**config.mk**
```make
export PLATFORM = sky130hd
export DESIGN_NAME = sar_search_ctrl_flat
export DESIGN_NICKNAME = d
export VERILOG_FILES = /design/src/rtl/sar_search_ctrl_if.sv /design/src/rtl/sar_search_ctrl.sv /design/src/flat_wrapper.sv
export SDC_FILE = /design/constraint.sdc
export NUM_CORES = 1
export LEC_CHECK = 0
export BUFFER_PORTS_ARGS = -buffer_cell sky130_fd_sc_hd__buf_2
export CAP_MARGIN = 5
export CORE_AREA = 2 2 45 47
export CTS_CLUSTER_SIZE = 24
export DETAILED_ROUTE_END_ITERATION = 10
export DIE_AREA = 0 0 47 49
export GPL_TIMING_DRIVEN = 0
export PLACE_DENSITY_LB_ADDON = 0.08
export RECOVER_POWER = 50
export SLEW_MARGIN = 20
export SYNTH_ARGS = -nofsm -noshare
export SYNTH_HDL_FRONTEND = slang
export SYNTH_SLANG_ARGS = --single-unit
```
**constraint.sdc**
```tcl
create_clock -name clk -period 2.3 [get_ports clk]
set_input_delay 0.115 -clock clk [delete_from_list [all_inputs] [get_ports clk]]
set_output_delay 0.115 -clock clk [all_outputs]
set_load 0.1 [all_outputs]
```
**src/rtl/sar_search_ctrl_if.sv**
```systemverilog
// sar_search_ctrl_if: comparator-facing handshake between the SAR controller and its environment.
interface sar_search_ctrl_if #(parameter int WIDTH = 4);
    logic             start;
    logic             a_gt_b;
    logic             a_lt_b;
    logic             a_eq_b;
    logic [WIDTH-1:0] trial;
    logic [WIDTH-1:0] result;
    logic             busy;
    logic             done;
    logic             exact;
    logic             err;
    modport master (
        input  start, a_gt_b, a_lt_b, a_eq_b,
        output trial, busy, done, result, exact, err
    );
    modport slave (
        output start, a_gt_b, a_lt_b, a_eq_b,
        input  trial, busy, done, result, exact, err
    );
endinterface

```
**src/rtl/sar_search_ctrl.sv**
```systemverilog
// sar_search_ctrl: MSB-first binary search of a comparator's A operand,
// driven by its gt/lt/eq flags, aborting on any non-one-hot flag set.
module sar_search_ctrl #(parameter int WIDTH = 4) (
    input logic               clk,
    input logic               rst_n,
    sar_search_ctrl_if.master bus
);
    localparam int IW = (WIDTH > 1) ? $clog2(WIDTH) : 1;
    localparam logic [WIDTH-1:0] ONE = WIDTH'(1);
    typedef enum logic [1:0] {IDLE, TEST, DONE} state_t;
    state_t           state_q;
    logic [WIDTH-1:0] trial_q, acc_q, result_q, bit_d, acc_d;
    logic [IW-1:0]    idx_q;
    logic             busy_q, done_q, exact_q, err_q, onehot_d;
    assign bit_d    = ONE << idx_q;
    assign acc_d    = bus.a_gt_b ? (acc_q | bit_d) : acc_q;
    // xor is true for one or three flags set; exclude the all-set case
    assign onehot_d = (bus.a_gt_b ^ bus.a_lt_b ^ bus.a_eq_b) & ~(bus.a_gt_b & bus.a_lt_b & bus.a_eq_b);
    always_ff @(posedge clk or negedge rst_n) begin
        if (!rst_n) begin
            state_q  <= IDLE;
            trial_q  <= '0;
            acc_q    <= '0;
            idx_q    <= '0;
            result_q <= '0;
            busy_q   <= 1'b0;
            done_q   <= 1'b0;
            exact_q  <= 1'b0;
            err_q    <= 1'b0;
        end else begin
            case (state_q)
                IDLE: begin
                    trial_q <= '0;
                    if (bus.start) begin
                        state_q  <= TEST;
                        trial_q  <= {1'b1, {(WIDTH-1){1'b0}}};
                        idx_q    <= IW'(WIDTH-1);
                        acc_q    <= '0;
                        result_q <= '0;
                        exact_q  <= 1'b0;
                        err_q    <= 1'b0;
                        busy_q   <= 1'b1;
                    end
                end
                TEST: begin
                    if (!onehot_d || bus.a_eq_b || idx_q == '0) begin
                        state_q  <= DONE;
                        trial_q  <= '0;
                        busy_q   <= 1'b0;
                        done_q   <= 1'b1;
                        result_q <= !onehot_d ? acc_q : bus.a_eq_b ? trial_q : acc_d;
                        exact_q  <= onehot_d && bus.a_eq_b;
                        err_q    <= !onehot_d;
                    end else begin
                        idx_q   <= idx_q - 1'b1;
                        acc_q   <= acc_d;
                        trial_q <= acc_d | (bit_d >> 1);
                    end
                end
                default: begin
                    state_q <= IDLE;
                    done_q  <= 1'b0;
                end
            endcase
        end
    end
    assign bus.trial  = trial_q;
    assign bus.busy   = busy_q;
    assign bus.done   = done_q;
    assign bus.result = result_q;
    assign bus.exact  = exact_q;
    assign bus.err    = err_q;
endmodule

```
**src/flat_wrapper.sv**
```systemverilog
// flat-port wrapper written by rule: the top's interface ports become plain ports
module sar_search_ctrl_flat 
#(parameter int WIDTH = 4)
  (clk, rst_n, bus_start, bus_a_gt_b, bus_a_lt_b, bus_a_eq_b, bus_trial, bus_busy, bus_done, bus_result, bus_exact, bus_err);
  sar_search_ctrl_if #(.WIDTH(WIDTH)) bus_i ();
  input logic clk;
  input logic rst_n;
  input wire logic [$bits(bus_i.start)-1:0] bus_start;
  input wire logic [$bits(bus_i.a_gt_b)-1:0] bus_a_gt_b;
  input wire logic [$bits(bus_i.a_lt_b)-1:0] bus_a_lt_b;
  input wire logic [$bits(bus_i.a_eq_b)-1:0] bus_a_eq_b;
  output wire logic [$bits(bus_i.trial)-1:0] bus_trial;
  output wire logic [$bits(bus_i.busy)-1:0] bus_busy;
  output wire logic [$bits(bus_i.done)-1:0] bus_done;
  output wire logic [$bits(bus_i.result)-1:0] bus_result;
  output wire logic [$bits(bus_i.exact)-1:0] bus_exact;
  output wire logic [$bits(bus_i.err)-1:0] bus_err;
  assign bus_i.start = bus_start;
  assign bus_i.a_gt_b = bus_a_gt_b;
  assign bus_i.a_lt_b = bus_a_lt_b;
  assign bus_i.a_eq_b = bus_a_eq_b;
  assign bus_trial = bus_i.trial;
  assign bus_busy = bus_i.busy;
  assign bus_done = bus_i.done;
  assign bus_result = bus_i.result;
  assign bus_exact = bus_i.exact;
  assign bus_err = bus_i.err;
  sar_search_ctrl #(.WIDTH(WIDTH)) u_core (.clk(clk), .rst_n(rst_n), .bus(bus_i));
endmodule
```
==> results of run 1 <==
power by group:
| part | leakage [nW] | internal [mW] | total (mW) | switching (mW) |
|---|---|---|---|---|
| sequential | 0.257 | 0.434 | 0.490 | 0.0559 |
| combinational | 0.281 | 0.146 | 0.765 | 0.619 |
| clock | 0.0210 | 0.0967 | 0.205 | 0.108 |
registers in the layout, indices dropped and copies added (netlist names):
register,flops
u_core.bus.result,4
u_core.state_q,2
u_core.bus.trial,4
u_core.idx_q,2
u_core.bus.busy,1
u_core.acc_q,4
u_core.bus.done,1
u_core.bus.err,1
u_core.bus.exact,1
layout make-up:
cell class	instances	area, µm²
tap	27	33.8
buffer	2	18.8
clock buffer	4	36.3
fill	169	714
timing repair buffer	18	87.6
sequential	20	500
inverter	6	22.5
multi-input combinational	66	428
routing by layer:
layer	track usage [%]	vias to the layer above	share of wire [%]
met1	29.3	345	48
met5	0	-	0
met2	30.6	16	47
li1	-	378	-
met4	8.33	0	1.7
met3	2.22	4	3.5
kinds of logic after synthesis:
family                     Yosys count
buffers and inverters                8
adders and majority gates            6
AOI/OAI and AO/OA                   30
DFF                                 20
and+or+nand+nor                     30
layout by cell type (no fill, tap or decap):
cell	instances
nand2_1	4
a211o_1	1
buf_6	1
nor2b_1	4
inv_1	4
nand2b_1	3
a21o_1	2
a32o_2	1
o21ai_1	1
o21ai_0	7
a21oi_1	7
a32oi_1	1
o32ai_1	4
nor2_2	1
clkbuf_1	6
buf_4	1
buf_2	11
dlygate4sd3_1	1
nor2_1	15
nor2b_2	2
clkbuf_4	3
inv_2	2
clkbuf_8	1
ha_1	6
or4_1	1
dfrtp_1	20
o2bb2ai_1	6
final timing paths:
check	end	slack, ns	depth (start not counted)
setup / recovery	u_core.bus.result[3]	0.61	8
min in group asynchronous	u_core.bus.exact	0.51	2
hold / removal	u_core.bus.exact	0.19	3
hold reg to reg	u_core.bus.busy	0.50	1
setup reg to reg	u_core.bus.result[3]	0.61	8
max in group asynchronous	u_core.bus.trial[3]	1.16	2
per-stage QoR:
stage / worst slack, ns / power (mW) / std cells
after CTS: 0.611 / 1.48 / 143
after detailed placement: 0.578 / 1.27 / 138
after global placement: 0.586 / 1.26 / 138
after floorplan: 0.768 / 1.13 / 94
after global routing: 0.485 / 1.54 / 143
final: 0.608 / 1.46 / 143
worst register-to-register path, stage by stage (launching register included):
cell and delay (ns):
dfrtp_1 0.39, inv_1 0.10, ha_1 0.24, nor2b_2 0.20
nand2b_1 0.13, buf_4 0.17, inv_2 0.05, nor2_2 0.20
o2bb2ai_1 0.15
timing repair:
action / in CTS / in global routing
endpoints found under the hold margin: 20 / 0
hold buffers: 1 / 0
gates resized for setup: 0 / 0
==> metrics.yaml, run 1 <==
critical_path:
  crit_path_start_kind: "register"
  critPathLaunch: "u_core.idx_q[0]"
  cp_max_fo: 10
  critPathMaxStageDelay_ns: 0.39
  crit_chain: "inv_1 -> ha_1 -> nor2b_2 -> nand2b_1 -> buf_4 -> inv_2 -> nor2_2 -> o2bb2ai_1"
  worstPathBufferInverterCount: 3
  worstSetupEndpointType: "register"
  required_ns: 2.54
  arrival_ns: 1.93
  worstReg2RegStart: "u_core.idx_q[0]"
  slowest_stage: "dfrtp_1"
  crit_type: "reg2reg"
  crit_family: "simple AND/OR/NAND/NOR gates"
sta:
  fin_setup_tns_ns: 0
  finalClockSkew_ns: 0.00868
  maxSlewViolCount: 0
  period_share_pct: 73.6
  holdWs_ns: 0.189
  post-route-min-period_ns: 1.69
  final-hold-violation-count: 0
  slew_headroom_pct: 22.3
  fmax_mhz: 591
  tightest_slew_ns: 1.17
  setup_viol: 0
  rsz0062_at_grt: "no"
global_route:
  grt_util_all_layers_pct: 20.4
  grt_max_degree: 21
  grt-ovfl-total: 0
  grt_pass1_wl_um: 3420
  antenna_found_initial: 0
  grt_pass1_vias: 736
routing:
  routed_via_density: 5.20
  ant_nets: 0
  first_pass_iters: 4
  drcViolationCount: 0
  vias: 743
  routed_wirelength_um: 2000
  drt-wirelength-per-cell_um: 14.0
  dr.first_iter.drc_count: 4
floorplanning:
  die_h_um: 49
  die-area_mm2: 0.00230
  die_w_um: 47
  initial_core_util_pct: 52.8
  num_rows: 16
  ios: 18
  core_mm2: 0.00184
job:
  cap_viol_max_count: 0
clocking:
  cts_tree: "done"
  clk_path_buf_depth: 2
  clk_pin_slew_ns: 0.11
  cts_setup_buffers: 0
  htreeDepth: 1
  clk_latency_ns: 0.31
  cts.sinks: 20
  cts_buffers: 3
  clk_root_buffer_cell: "clkbuf_4"
synthesis:
  synth_nets: 106
  ys_seq_elements: 20
  synth_top_area_share_pct: 51.5
  synth_top_family_by_area: "compound AO/OA/AOI/OAI gates"
  synth_ff_type: "dfrtp_1"
  syn_area_per_cell_um2: 10.3
  synthSimpleGateAreaFrac_pct: 15.3
  synth_edf_count: 0
  yosysTopAreaCell: "dfrtp_1"
  ys_warn_count: 0
  synth_cell_types: 22
  yosys.area_share.xor_xnor_pct: 0
  synthMuxAreaShare_pct: 0
  async_reset_ff_share_pct: 100
  ys_seq_area_share_pct: 51.5
  synth_cells: 94
  yosysMostFrequentCell: "dfrtp_1"
  synth_compound_gate_area_share_pct: 21.2
  yosys.area_share.adder_pct: 7.72
  synthTopCellsByCount: "dfrtp_1 (20), nor2_1 (14), a21oi_1 (7), o21ai_0 (7)"
  yosys-top-cells-area: "dfrtp_1 (51%), ha_1 (7.7%), nor2_1 (5.4%), o2bb2ai_1 (5.4%), a21oi_1 (3.6%)"
  synth_area_um2: 972
power:
  peakVddDrop_mv: 1.25
  power.density_mw_per_mm2: 1290
  p_leak_nw: 0.559
cells_and_area:
  final_nets: 129
  layout-drive-gt1-share_pct: 19.8
  area_delta_synth_final_pct: 16.0
  final_util_pct: 61.2
  final_cell_area_mm2: 0.00113
  diodes: 0
run_status:
  status: "finished clean"
min_path:
  hp-class: "in2reg"
  min_from: "bus_start"
place:
  io_buffer_count: 17
  hpwl_um: 1480
  place.gp.congestion: 0.894
  place_area_mm2: 0.00109
(Power assumes the default switching activity.)
==> run 2: changes to the inputs <==
ABC_AREA = 1   (was not set)
CORE_AREA = 2 2 50 52   (was 2 2 45 47)
DIE_AREA = 0 0 52 54   (was 0 0 47 49)
clock period = 1.5 ns   (was 2.3 ns; I/O delays follow)
==> run 2 against run 1 <==
Flip-flop and latch count is the same. Die area grew 22%. Hold slack lost 0.014 ns. Routed wire length grew 8.5%. Critical path type unchanged. Utilization shrank 7.3 points. Cell count grew 32%. First-iteration DRC count grew to 7.5 times the previous value. Sequential power grew 67%. Register-to-register slack lost 0.48 ns. Final area grew 11%. Synthesized cell count grew 44%. Non-clock buffer count grew 1.
==> metrics.yaml, run 2 <==
critical_path:
  crit_chain: "inv_1 -> ha_2 -> inv_1 -> nand2_1 -> nand2_2 -> buf_6 -> nor2_2 -> nand2_1 -> nand2_1"
  slowest_stage: "dfrtp_1"
  arrival_ns: 1.63  # -0.30 ns
  worstSetupEndpointType: "register"
  path_common_cell: "nand2_1"
  required_ns: 1.75  # -0.79 ns
  crit_type: "reg2reg"
  cp_max_fo: 10  # unchanged
  crit_path_start_kind: "register"
  critPathMaxStageDelay_ns: 0.41  # +0.02 ns
cells_and_area:
  final_cells: 189  # +32%
  area_delta_synth_final_pct: 17.4
  mostFrequentLayoutCells: "nand2_1 (49), dfrtp_1 (20), inv_1 (17)"
  final_util_pct: 53.9  # -7.3 points
  final_cell_area_mm2: 0.00125  # +11%
  final_nets: 172  # +33%
  diodes: 0  # unchanged
  mostFrequentLayoutCell: "nand2_1"
  layout-drive-gt1-share_pct: 22.6  # +2.8 points
place:
  place_ws_ns: 0.0269  # -0.551 ns
  dp.cells: 182  # +32%
  place_area_mm2: 0.00119  # +8.8%
  place.gp.congestion: 0.849  # -5.0%
  hpwl_um: 1650  # +11%
  io_buffer_count: 17  # unchanged
synthesis:
  yosys-top-cells-area: "dfrtp_1 (47%), nand2_1 (17%), ha_1 (7.1%), inv_1 (6.0%), nor2_1 (5.3%)"
  ys_seq_area_share_pct: 47.0  # -4.5 points
  synth_area_mm2: 0.00106  # +9.5%
  synthTopCellsByCount: "nand2_1 (49), dfrtp_1 (20), inv_1 (17), nor2_1 (15), nand3_1 (8)"
  ys_seq_elements: 20  # unchanged
  synth_cells: 135  # +44%
  yosysTopAreaCell: "dfrtp_1"
  synth_nets: 147  # +39%
  yosysMostFrequentCell: "nand2_1"
  synth_cell_types: 16  # -27%
  synth_ff_type: "dfrtp_1"
  synth_edf_count: 0  # unchanged
  syn_area_per_cell_um2: 7.89  # -24%
  ys_warn_count: 0  # unchanged
  synth_top_area_share_pct: 47.0  # -4.5 points
  async_reset_ff_share_pct: 100  # unchanged
routing:
  drcViolationCount: 0  # unchanged
  dr.first_iter.drc_count: 30  # +26
  routed_via_density: 4.82  # -7.2%
  ant_nets: 0  # unchanged
  vias: 911  # +23%
  routed_wirelength_um: 2170  # +8.5%
  first_pass_iters: 4  # unchanged
  drt-wirelength-per-cell_um: 11.5  # -18%
floorplanning:
  die_w_um: 52  # +11%
  die-area_mm2: 0.00281  # +22%
  die_h_um: 54  # +10%
  initial_core_util_pct: 45.9  # -6.9 points
  num_rows: 18  # +2
  ios: 18  # unchanged
  core_mm2: 0.00232  # +26%
sta:
  period_share_pct: 91.6  # +18 points
  post-route-min-period_ns: 1.37  # -0.318 ns
  final-hold-violation-count: 0  # unchanged
  setup_viol: 0  # unchanged
  fmax_mhz: 728  # +23%
  fin_setup_tns_ns: 0  # unchanged
  setup_ws_ns: 0.126  # -0.482 ns
  maxSlewViolCount: 0  # unchanged
  rsz0062_at_grt: "no"
  finalClockSkew_ns: 0.00399  # -0.00469 ns
  slew_headroom_pct: 27.4  # +5.1 points
  tightest_slew_ns: 1.09  # -0.0814 ns
global_route:
  grt_pass1_vias: 896  # +22%
  grt-ovfl-total: 0  # unchanged
  grt_util_all_layers_pct: 19.3  # -1.1 points
  grt_pass1_wl_um: 3900  # +14%
  antenna_found_initial: 0  # unchanged
  grt_max_degree: 21  # unchanged
clocking:
  clk_path_buf_depth: 2  # unchanged
  clk_pin_slew_ns: 0.11  # about the same
  cts_tree: "done"
  htreeDepth: 1  # unchanged
  cts.sinks: 20  # unchanged
  cts_buffers: 3  # unchanged
  clk_latency_ns: 0.31  # about the same
  clk_root_buffer_cell: "clkbuf_4"
power:
  power.density_mw_per_mm2: 2230  # +72%
  p_clk_share_pct: 11.4  # -2.7 points
  intPower_mw: 1.20  # +77%
  p_leak_nw: 0.728  # +30%
  comb_power_share_pct: 59.2  # +6.8 points
  pwr-share-seq_pct: 29.3  # -4.2 points
  peakVddDrop_mv: 1.26  # +0.51%
  swShare_pct: 57.0  # +3.3 points
  switchingPower_mw: 1.58  # +100%
min_path:
  hp-class: "in2reg"
run_status:
  status: "finished clean"
job:
  cap_viol_max_count: 0  # unchanged
## run 2: power by group through the flow
stage               sequential, mW  combinational, mW  clock, mW
floorplan                     1.63              0.524          0
global placement             0.826               1.60          0
detailed placement           0.833               1.61          0
CTS                          0.821               1.62      0.329
global route                 0.844               1.79      0.338
finish                       0.816               1.65      0.318
## run 2: timing repair
| action | 4_1_cts | 5_1_grt |
|---|---|---|
| setup buffers | 0 | 2 |
| endpoints found under the setup margin | 0 | 6 |
| hold buffers | 1 | 0 |
| hold endpoints to repair | 20 | 0 |
| gates resized for setup | 0 | 1 |
## run 2: stage by stage
| stage | total power [mW] | hold WS [ns] |
|---|---|---|
| after global placement | 2.43 | 0.0430 |
| after CTS | 2.77 | 0.170 |
| after global routing | 2.98 | 0.207 |
| after floorplan | 2.15 | -0.221 |
| final | 2.78 | 0.175 |
| after detailed placement | 2.44 | 0.0515 |
## run 2: kinds of logic (layout without fill, tap and decap cells)
| group | after synthesis | count (layout) | share of synthesized area, % |
|---|---|---|---|
| compound gates | 12 | 12 | 7.40 |
| fa+ha+maj | 6 | 6 | 7.05 |
| buf+inv | 19 | 43 | 7.40 |
| flops | 20 | 20 | 47.0 |
| simple gates | 78 | 78 | 31.1 |
## run 2: worst max-delay path, delay by kind of cell, from the launching register on
| family | cells | cell delay [ns] |
|---|---|---|
| flip-flops | 1 | 0.41 |
| AND/OR/NAND/NOR | 5 | 0.36 |
| buffers and inverters | 3 | 0.33 |
| adder cells (fa/ha/maj) | 1 | 0.21 |
## run 2: per-layer routing
metal | global-route usage [%] | part of all wire (%) | up-vias
met3 | 2.78 | 3.8 | 9
met4 | 9.21 | 2.9 | 0
met5 | 0 | 0 | -
li1 | - | - | 460
met2 | 32.1 | 46 | 23
met1 | 24.7 | 47 | 419
## run 2: final cells by class
| cell class | count | area (µm²) |
|---|---|---|
| multi-input cells | 96 | 488 |
| inverters | 18 | 67.6 |
| flip-flops and latches | 20 | 500 |
| fillers | 226 | 1070 |
| plain buffers | 1 | 11.3 |
| clock buffers | 4 | 36.3 |
| well taps | 30 | 37.5 |
| repair buffers | 20 | 109 |
## run 2: final timing paths
path | startpoint | to | slack [ns] | cells past startpoint
min | bus_start | u_core.bus.busy | 0.17 | 3
min reg2reg | u_core.bus.busy | u_core.bus.busy | 0.48 | 2
min in group asynchronous | rst_n | u_core.bus.done | 0.48 | 2
max in group asynchronous | rst_n | u_core.bus.result[1] | 0.37 | 2
max | u_core.idx_q[1] | u_core.bus.result[2] | 0.13 | 9
max reg2reg | u_core.idx_q[1] | u_core.bus.result[2] | 0.13 | 9
==> run 3: changes to the inputs <==
clock period = 1.2 ns   (was 1.5 ns; I/O delays follow)
==> run 3 against run 2 <==
The run now ends with setup timing left. Count of clock-buffer cells in the layout unchanged. Critical path type unchanged. Power up 44%. Largest power group unchanged. Register-to-register slack worse by 0.18 ns.
==> metrics.yaml, run 3 (synthesis gave the netlist of run 2 again) <==
critical_path:
  crit_type: "reg2reg"
  required_ns: 1.45  # -0.30 ns
  slowest_stage: "dfrtp_1"
  arrival_ns: 1.51  # -0.12 ns
  worstPathBufferInverterCount: 2  # -1
  crit_chain: "inv_2 -> ha_4 -> nor2_4 -> nand2_4 -> nand2_4 -> buf_12 -> o21ai_2"
  critPathMaxStageDelay_ns: 0.42  # about the same
  crit_family: "flip-flops"
  cp_max_fo: 5  # -5
  path_common_cell: "nand2_4"
  worstSetupEndpointType: "register"
  crit_path_start_kind: "register"
clocking:
  clk_path_buf_depth: 2  # unchanged
  cts_buffers: 3  # unchanged
  clk_root_buffer_cell: "clkbuf_4"
  clk_pin_slew_ns: 0.11  # about the same
  htreeDepth: 1  # unchanged
  cts_tree: "done"
  clk_latency_ns: 0.31  # about the same
  cts.sinks: 20  # unchanged
power:
  peakVddDrop_mv: 1.57  # +25%
  power.density_mw_per_mm2: 2730  # +23%
  p_leak_nw: 0.800  # +9.9%
sta:
  maxSlewViolCount: 0  # unchanged
  period_share_pct: 105  # +13 points
  setup_viol: 13  # +13
  setup_ws_ns: -0.0555  # -0.181 ns
  post-route-min-period_ns: 1.26  # -0.119 ns
  fin_setup_tns_ns: -0.468  # -0.468 ns
  rsz0062_at_grt: "yes"
  finalClockSkew_ns: 0.00146  # -0.00253 ns
  final-hold-violation-count: 0  # unchanged
  tightest_slew_ns: 0.502  # -0.587 ns
  fmax_mhz: 797  # +9.5%
  slew_headroom_pct: 66.5  # +39 points
floorplanning:
  die_h_um: 54  # unchanged
  core_mm2: 0.00232  # unchanged
  die-area_mm2: 0.00281  # unchanged
  ios: 18  # unchanged
  initial_core_util_pct: 45.9  # unchanged
  num_rows: 18  # unchanged
  die_w_um: 52  # unchanged
cells_and_area:
  final_cell_area_mm2: 0.00147  # +17%
  mostFrequentLayoutCells: "nand2_1 (37), dfrtp_1 (15), clkbuf_4 (13)"
  diodes: 0  # unchanged
  layout-drive-gt1-share_pct: 44.3  # +22 points
  area_delta_synth_final_pct: 37.6
  final_nets: 180  # +4.7%
  mostFrequentLayoutCell: "nand2_1"
routing:
  drt-wirelength-per-cell_um: 12.8  # +11%
  wl_met2_um: 1280  # +28%
  first_pass_iters: 4  # unchanged
  drcViolationCount: 0  # unchanged
  ant_nets: 0  # unchanged
  routed_wirelength_um: 2510  # +16%
  dr.first_iter.drc_count: 17  # -43%
  dr_wl_met3_um: 104  # +25%
  drt-met1-wl_um: 1070  # +3.9%
  vias: 963  # +5.7%
  routed_via_density: 4.89  # +1.4%
  routed.top_layer: "met4"
place:
  io_buffer_count: 17  # unchanged
  place_area_mm2: 0.00119  # +0.63%
  place.gp.congestion: 0.846  # -0.35%
  hpwl_um: 1670  # +1.6%
global_route:
  grt-ovfl-total: 0  # unchanged
  grt_util_all_layers_pct: 20.0  # +0.73 points
  antenna_found_initial: 0  # unchanged
  grt_max_degree: 21  # unchanged
  grt_pass1_vias: 900  # +0.45%
  grt_pass1_wl_um: 4000  # +2.5%
run_status:
  status: "finished with violations"
  violations: "setup timing"
job:
  cap_viol_max_count: 0  # unchanged
min_path:
  hp-class: "in2reg"
## run 3: cell types whose count changed in the layout (fill, tap and decap cells not counted), sizes merged
cell / delta
clkbuf: +6
buf: +2
## run 3: routing by layer
layer	vias up	GRT usage, %
met5	-	0
met4	0	11.8
met3	5	2.50
met2	24	34.4
met1	455	24.0
li1	479	-
## run 3: repair_timing
action | 4_1_cts | 5_1_grt
setup endpoints to repair | 19 | 27
buffers inserted | 6 | 3
pin swaps | 7 | 7
endpoints found under the hold margin | 20 | 0
gates resized for setup | 16 | 32
hold buffers | 1 | 0
cloned | 1 | 0
## run 3: cell type report
| cell class | count | area, µm² |
|---|---|---|
| inverter | 18 | 70.1 |
| tap | 30 | 37.5 |
| clock buffer | 4 | 36.3 |
| buffer | 1 | 11.3 |
| timing repair buffer | 28 | 211 |
| fill | 212 | 855 |
| multi-input combinational | 96 | 592 |
| sequential | 20 | 507 |
## run 3: final timing paths
check                                startpoint                  end  slack (ns)  depth (start not counted)
worst max register to register  u_core.idx_q[0]      u_core.acc_q[2]       -0.06                          7
worst min register to register  u_core.bus.done      u_core.bus.done        0.49                          2
max in group asynchronous                 rst_n  u_core.bus.trial[3]        0.61                          2
worst max-delay path            u_core.idx_q[0]      u_core.acc_q[2]       -0.06                          7
min in group asynchronous                 rst_n      u_core.bus.done        0.23                          2
worst min-delay path                  bus_start      u_core.bus.busy        0.11                          3
## run 3: power breakdown
part	switching (mW)	internal [mW]	leakage, nW
sequential	0.146	0.893	0.251
clock	0.220	0.186	0.0210
combinational	1.83	0.731	0.528
total	2.20	1.81	0.800
## run 3: worst register-to-register path, delay by kind of cell (launching register included)
family | cells | cell delay (ns)
flip-flops | 1 | 0.42
adder cells (fa/ha/maj) | 1 | 0.17
AO/OA/AOI/OAI | 1 | 0.10
buffers and inverters | 2 | 0.24
AND/OR/NAND/NOR | 3 | 0.26
## run 3: metrics by stage
| step | total power, mW | utilization [%] | hold slack [ns] | cells | setup WS (ns) |
|---|---|---|---|---|---|
| 2_1_floorplan | 2.71 | - | -0.236 | 135 | 0.00337 |
| 3_3_place_gp | 3.04 | 51.5 | 0.0251 | 182 | -0.221 |
| 3_5_place_dp | 3.08 | 51.5 | 0.0340 | 182 | -0.242 |
| 4_1_cts | 3.73 | 57.8 | 0.107 | 194 | -0.0202 |
| 5_1_grt | 4.25 | 63.2 | 0.140 | 197 | -0.120 |
| 6_report | 4.01 | 63.2 | 0.115 | 197 | -0.0555 |
